==> config.mk <==
export PLATFORM = sky130hd
export DESIGN_NAME = pe_div_share
export DESIGN_NICKNAME = d
export VERILOG_FILES = /design/src/rtl/pe_div_share.sv
export SDC_FILE = /design/constraint.sdc
export NUM_CORES = 1
export LEC_CHECK = 0
export ABC_CLOCK_PERIOD_IN_PS = 7800
export CAP_MARGIN = 20
export CORE_ASPECT_RATIO = 0.7
export CORE_UTILIZATION = 49
export CTS_CLUSTER_SIZE = 28
export DETAILED_ROUTE_END_ITERATION = 10
export PLACE_DENSITY = 0.88
export SLEW_MARGIN = 20
export SYNTH_ARGS = -nofsm -noshare
export SYNTH_HDL_FRONTEND = slang
export SYNTH_SLANG_ARGS = --single-unit
==> constraint.sdc <==
create_clock -name clk -period 7.8 [get_ports clk]
set_input_delay 1.95 -clock clk [delete_from_list [all_inputs] [get_ports clk]]
set_output_delay 1.95 -clock clk [all_outputs]
set_load 0.02 [all_outputs]
==> src/rtl/pe_div_share.sv <==
// Shared restoring divider with round-robin grant across numReq PEs.
// Build option: define DIV_SIGNED_EN for two's-complement operands.
module pe_div_share #(
    parameter int numReq    = 8,
    parameter int logNumReq = 3,
    parameter int dataLen   = 16
) (
    input  logic                        clk,
    input  logic                        rst,
    input  logic [numReq-1:0]           req,
    input  logic [numReq*dataLen-1:0]   req_op1,
    input  logic [numReq*dataLen-1:0]   req_op2,
    output logic [numReq-1:0]           gnt,
    output logic [numReq-1:0]           rsp_valid,
    output logic [dataLen-1:0]          rsp_data,
    output logic                        rsp_dz,
    output logic                        busy
);

    localparam int CW = (dataLen > 1) ? $clog2(dataLen) : 1;

    typedef enum logic [1:0] {IDLE, CALC, DONE} state_t;

    state_t               state;
    logic [logNumReq-1:0] rr_ptr;
    logic [logNumReq-1:0] id;
    logic [logNumReq-1:0] pick;
    logic [logNumReq-1:0] cand;
    logic                 found;
    int                   j;
    logic [CW-1:0]        cnt;
    logic [dataLen-1:0]   quo;
    logic [dataLen-1:0]   dvs;
    logic [dataLen-1:0]   rem;
    logic                 dz;
    logic [dataLen-1:0]   op1_sel;
    logic [dataLen-1:0]   op2_sel;
    logic [dataLen-1:0]   abs1;
    logic [dataLen-1:0]   abs2;
    logic [dataLen:0]     rem_sh;
    logic                 ge;
    logic [dataLen-1:0]   rem_nx;
    logic [dataLen-1:0]   q_nx;
    logic [dataLen-1:0]   res;
`ifdef DIV_SIGNED_EN
    logic                 neg;
    logic                 dvd_neg;
`endif

    // First requester at or after rr_ptr, wrapping.
    always_comb begin
        found = 1'b0;
        pick  = '0;
        cand  = '0;
        j     = 0;
        for (int i = 0; i < numReq; i++) begin
            j = int'(rr_ptr) + i;
            if (j >= numReq) j = j - numReq;
            cand = logNumReq'(j);
            if (!found && req[cand]) begin
                found = 1'b1;
                pick  = cand;
            end
        end
    end

    assign op1_sel = req_op1[pick*dataLen +: dataLen];
    assign op2_sel = req_op2[pick*dataLen +: dataLen];

`ifdef DIV_SIGNED_EN
    assign abs1 = op1_sel[dataLen-1] ? -op1_sel : op1_sel;
    assign abs2 = op2_sel[dataLen-1] ? -op2_sel : op2_sel;
`else
    assign abs1 = op1_sel;
    assign abs2 = op2_sel;
`endif

    assign rem_sh = {rem, quo[dataLen-1]};
    assign ge     = rem_sh >= {1'b0, dvs};
    assign rem_nx = ge ? rem_sh[dataLen-1:0] - dvs : rem_sh[dataLen-1:0];
    assign q_nx   = {quo[dataLen-2:0], ge};

    always_comb begin
        res = q_nx;
`ifdef DIV_SIGNED_EN
        if (dz)
            res = dvd_neg ? {1'b1, {(dataLen-1){1'b0}}}
                          : {1'b0, {(dataLen-1){1'b1}}};
        else if (neg)
            res = -q_nx;
        else if (q_nx[dataLen-1])
            res = {1'b0, {(dataLen-1){1'b1}}};
`else
        if (dz)
            res = '1;
`endif
    end

    always_ff @(posedge clk or posedge rst) begin
        if (rst) begin
            state     <= IDLE;
            rr_ptr    <= '0;
            id        <= '0;
            cnt       <= '0;
            quo       <= '0;
            dvs       <= '0;
            rem       <= '0;
            dz        <= 1'b0;
            gnt       <= '0;
            rsp_valid <= '0;
            rsp_data  <= '0;
            rsp_dz    <= 1'b0;
            busy      <= 1'b0;
`ifdef DIV_SIGNED_EN
            neg       <= 1'b0;
            dvd_neg   <= 1'b0;
`endif
        end else begin
            gnt       <= '0;
            rsp_valid <= '0;
            case (state)
                IDLE: begin
                    if (found) begin
                        id     <= pick;
                        gnt    <= numReq'(1) << pick;
                        quo    <= abs1;
                        dvs    <= abs2;
                        rem    <= '0;
                        dz     <= (op2_sel == '0);
                        cnt    <= CW'(dataLen - 1);
                        busy   <= 1'b1;
                        rr_ptr <= (pick == logNumReq'(numReq - 1)) ?
                                  '0 : pick + 1'b1;
                        state  <= CALC;
`ifdef DIV_SIGNED_EN
                        neg     <= op1_sel[dataLen-1] ^ op2_sel[dataLen-1];
                        dvd_neg <= op1_sel[dataLen-1];
`endif
                    end
                end
                CALC: begin
                    quo <= q_nx;
                    rem <= rem_nx;
                    cnt <= cnt - 1'b1;
                    if (cnt == '0) begin
                        rsp_valid <= numReq'(1) << id;
                        rsp_data  <= res;
                        rsp_dz    <= dz;
                        state     <= DONE;
                    end
                end
                DONE: begin
                    rsp_data <= '0;
                    rsp_dz   <= 1'b0;
                    busy     <= 1'b0;
                    state    <= IDLE;
                end
                default: state <= IDLE;
            endcase
        end
    end

endmodule

Yosys cells after proc, flatten, opt, wreduce, memory -nomap -nowiden
Index checks and enable logic that the tools add are counted.
Word-level totals
  register bits after elaboration: 95
  output and inout port bits: 34
  logic and storage cells: 144
Cells by class
  add/subtract/negate cells: 18
  order comparisons: 17
  eq/ne operators: 5
  shifts and indexed selects: 4
  mux-type cells: 62
  reduce and logical (&&, ||, !) cells: 25
Operators by type and width (count)
  $shiftx 128x8->16: 2
  $pmux 16 s2: 3
  $mux 16: 5
  $mux 3: 17
  $lt 3x4->1 const B: 8
  $mux 8: 4
  $ge 4x4->1 const B: 7
  $bmux 1 s3: 8
  $sub 3x1->3 const B: 8
  $mux 1: 18
  $ge 17x16->1: 1
  $add 3x3->4 const B: 4
  $logic_not 16->1: 1
  $shl 1x3->8 const A: 2
  $sub 16x16->16: 1
  $reduce_and 2->1: 5
  $add 3x2->4 const B: 2
  $pmux 4 s2: 1
  $logic_and 1x1->1: 7
  $logic_not 1->1: 7
  $reduce_bool 2->1: 3
  $add 3x1->4 const B: 1
  $ge 3x4->1 const B: 1
  $logic_not 4->1: 1
  11 further kinds: 14

Logic depth before layout (Yosys ltp)
  depth in word-level cells: 29
  gate-level depth with buffers: 21
  gate-level depth less buffers: 15

Worst setup path before layout
No wires, ideal clock.
  kind: in2reg
  start point: input req[6]
  end point: register rr_ptr[2]
  setup time: 117 ps
  data arrival time: 4971 ps
  required time: 7683 ps
  slack: 2712 ps
  stages on the path: 16
  path buffers: 4
  cell sequence: mux4_2 -> mux2_2 -> o32ai_2 -> nand2_2 -> o21a_1 -> o22a_1 -> a31oi_2 -> buf_6 -> buf_4 -> buf_2 -> buf_2 -> inv_1 -> ha_1 -> ha_1 -> nand2_1 -> nand2_1
Between the ends
  word-level cells in the longest chain between the ends: 26
Ends and longest elaborated chain
  start, declared: RTL line 10  | input logic [numReq-1:0] req,
  $bmux 1 s3: RTL line 60  | if (!found && req[cand]) begin
  $mux 1 (not written as such): RTL line 60
  $mux 1: RTL line 60
  $logic_not 1->1: RTL line 60
  $logic_and 1x1->1: RTL line 60
  $mux 1: RTL line 60
  $logic_not 1->1: RTL line 60
  $logic_and 1x1->1: RTL line 60
  [... 11 more ...]
  $logic_and 1x1->1: RTL line 60
  $mux 1: RTL line 60
  $logic_not 1->1: RTL line 60
  $logic_and 1x1->1: RTL line 60
  $mux 3 (*): RTL line 60
  named net pick[0]: RTL line 27  | logic [logNumReq-1:0] pick;
  $add 3x1->3 / $eq 3x3->1 (equally long branches): RTL line 133, 132
  $mux 3 (*): RTL line 132  | rr_ptr <= (pick == logNumReq'(numReq - 1)) ?
  end signal, assigned: RTL line 132
  end, declared: RTL line 25  | logic [logNumReq-1:0] rr_ptr;
The timed path passes the listed nets; every way through them passes the cells marked *. The select of a mux whose other input is x is not followed.
A chain may end at the register's enable or synchronous reset.

Worst setup path in the final report
  start point: input req[7]
  end point: register dz
Between the ends
  word-level cells in the longest chain between the ends: 26
Ends and longest elaborated chain
  $bmux 1 s3: RTL line 60
  $mux 1 (not written as such): RTL line 60
  $mux 1: RTL line 60
  $logic_not 1->1: RTL line 60
  $logic_and 1x1->1: RTL line 60
  $mux 1: RTL line 60
  $logic_not 1->1: RTL line 60
  $logic_and 1x1->1: RTL line 60
  [... 10 more ...]
  $logic_not 1->1: RTL line 60
  $logic_and 1x1->1: RTL line 60
  $mux 1: RTL line 60
  $logic_not 1->1: RTL line 60
  $logic_and 1x1->1: RTL line 60
  $mux 3: RTL line 60
  $shiftx 128x8->16: RTL line 68  | assign op2_sel = req_op2[pick*dataLen +: dataLen];
  $logic_not 16->1: RTL line 129  | dz <= (op2_sel == '0);
  end signal, assigned: RTL line 129
  end, declared: RTL line 35  | logic dz;
Several ways; a longest one is shown, not always the timed one. The select of a mux whose other input is x is not followed.

==> impl_metrics.ini <==
[synth]
synthTopCellsByArea = dfrtp_1 (30%), mux2i_1 (14%), nand2_1 (6.0%)
yosysUniqueCellTypes = 64
ys_seq_area_share_pct = 29.9
synthFlopType = dfrtp_1
synth_area_um2 = 7940
postSynthCellCount = 939
synth-edff-count = 0
syn_avg_cell_area_um2 = 8.46
ys_warn_count = 0
yosys.area.top_type = dfrtp_1
synth-seq-cells = 95
syn_nets = 1231
synth.top_cell.area_share_pct = 29.9
async_flop_share_pct = 100

[run]
drv_cap = 0

[route]
vias = 8402
first_iter_violations = 936
wire_per_inst_um = 20.4
drc = 0
wl_um = 28400
drtPass1Iterations = 5
via_per_inst = 6.04
route.antenna.remaining_nets = 0

[critical_path]
cp.arrival_ns = 6.59
end_kind = register
path_class = input pin to register
worstPathRequired_ns = 8.09
start_kind = input pin
r2r_start = rr_ptr[0]
crit_fanout = 69
worstSetupStartpoint = req[7]

[grt]
grt_use_total_pct = 34.4
antenna_found_initial = 0
overflow = 0
grt_pass1_vias = 7927
grt_pass1_wl_um = 43800
grt_max_degree = 70

[layout]
final-seq-area_um2 = 2380
drive_gt1_share_pct = 5.80
syn2layout_area_growth_pct = 41.1
final_nets = 1477
fillers = 1182
multiInputGateArea_um2 = 5030
n_antenna_cell = 0

[clock_network]
clkLatencyLatePin_ns = 0.35
hold_buffers = 0
path_clk_slew_ns = 0.07
ctsResizeCount = 0
postCtsSetupRepairBufs = 0
clk_path_buf_depth = 2
numClockSinks = 95
cts_buffers = 9
cts_tree = built
h-tree-depth = 3
cts_root_buf = clkbuf_16

[place]
gp_routability_congestion = 0.998
dpl.hpwl_um = 22200
io_buffers = 299

[pwr]
leakage_nw = 4.71
seq_power_share_pct = 14.4
switching_power_mw = 3.49
power.internal_mw = 2.98
combPwrFrac_pct = 78.7
peakVddDrop_mv = 0.537
switching_share_pct = 53.9
power_frac_clock_pct = 6.9
powerDensity_nw_per_um2 = 577

[floorplan]
die_h_um = 109
rows = 38
chipWidth_um = 154
dieArea_um2 = 16700
core_area_um2 = 15600
start_util_pct = 50.8
io_pins = 300

[worst_hold_path]
min_path_type = register to register
hold_path_startpoint = cnt[3]

[timing]
setup_viol = 0
worst_hold_slack_ns = 0.486
post-route-period-util_pct = 80.7
timing.slew.headroom_pct = 41.7
clock_skew_ns = 0.00928
fin_crit_ns = 6.29
final_max_slew_viol_count = 0
clock.fmax_mhz = 159
setup_tns_ns = 0
hold_viol_final = 0
rsz0062_at_grt = false
tightest_slew_ns = 0.875

[run_status]
outcome = finished clean
[path summary, 6_finish.rpt]
path	to	slack (ns)	cells past startpoint
worst max-delay path	dz	1.51	15
worst min-delay path	cnt[3]	0.49	1
worst max register to register	dz	1.77	16
worst min register to register	cnt[3]	0.49	1
max in group asynchronous	dvs[0]	4.70	3
min in group asynchronous	rsp_data[10]	1.99	2
[per-layer routing]
metal  vias up  track usage (%)  part of all wire, %
met2       473             53.5                   45
met3        55             6.25                  8.9
met4         0             9.71                  2.5
li1       3893                -                    -
met1      3981             48.9                   44
met5         -                0                    0
[stage by stage]
step           worst slack [ns]  util [%]  power (mW)  std cells  cell area, um^2
6_report                   1.51      71.6        6.46       1390            11200
5_1_grt                    1.31      71.6        6.93       1390            11200
4_1_cts                    1.60      71.6        6.38       1390            11200
3_5_place_dp               1.23      69.7        5.91       1374            10900
3_3_place_gp               1.39      69.7        5.78       1374            10900
2_1_floorplan              2.71         -        4.72        939             7940
[critical path, stage by stage]
cell and delay (ns):
clkdlybuf4s50_1 0.56, mux4_2 0.52, mux2_2 0.29, o32ai_2 0.30, nand2_2 0.19, o21a_1 0.22, o22a_1 0.23, a31oi_4 0.50
buf_12 0.34, buf_4 0.40, mux2i_1 0.20, o41ai_1 0.40, o21ai_1 0.12, nor2_1 0.13, a22o_1 0.13
[synthesized netlist by cell type (all sizes together) (13+ instances only)]
library cell / count
nand2: 129
buf: 34
and2: 38
a31oi: 25
ha: 25
a21oi: 67
dfrtp: 95
mux2: 13
clkbuf: 42
mux2i: 111
inv: 39
a211oi: 35
nor2: 66
o21ai: 43
nor3: 28
a311oi: 16
o22ai: 15
[state kept, by name (all words and copies together), names as in the netlist, 3 cells and up]
| signal | flops |
|---|---|
| dvs | 16 |
| gnt | 8 |
| quo | 16 |
| rem | 16 |
| rsp_data | 16 |
| cnt | 4 |
| rsp_valid | 8 |
| id | 3 |
| rr_ptr | 3 |
[cell families after synthesis]
group / count (synthesis) / share of synthesized area, %
buffers and inverters: 115 / 7.01
multiplexers: 136 / 19.2
flip-flops: 95 / 29.9
XOR/XNOR: 9 / 0.993
AND/OR/NAND/NOR: 310 / 18.1
adder cells (fa/ha/maj): 26 / 4.19
AO/OA/AOI/OAI: 248 / 20.5
[layout by cell type, fill, tap and decap left out, types with 3 or more instances in the layout]
master and instances:
nand3_1 3, nor2_1 66, o311ai_1 4, inv_2 3, ha_1 25, o22ai_1 15
o211ai_1 8, inv_1 35, nor3_1 27, clkdlybuf4s50_1 299, a311oi_1 16, and3_1 8
xnor2_1 7, dfrtp_1 95, o41ai_1 3, or3_1 5, mux2i_1 111, nand2_1 127
clkbuf_16 9, buf_4 11, nand2b_1 8, nor4_1 5, o21ai_0 41, and2_1 38
nand3b_1 3, o21a_1 3, a21boi_0 6, a21oi_1 67, a211oi_1 35, nand4_1 6
mux2_2 13, a31oi_1 23, mux4_2 12, nor2b_1 6
[layout make-up]
type | instances | area share, %
multi-input combinational | 729 | 44.9
timing repair buffer | 311 | 27.6
sequential | 95 | 21.2
tap | 200 | 2.23
clock buffer | 10 | 2.13
inverter | 39 | 1.33
clock inverter | 6 | 0.570
[power by group through the flow]
stage | sequential [mW] | combinational, mW | clock, mW
finish | 0.931 | 5.09 | 0.444
floorplan | 0.892 | 3.82 | 0
global placement | 0.915 | 4.86 | 0
global route | 0.950 | 5.51 | 0.469
CTS | 0.919 | 5.01 | 0.451
detailed placement | 0.926 | 4.99 | 0
No activity file was read; power rests on OpenSTA's default activity.
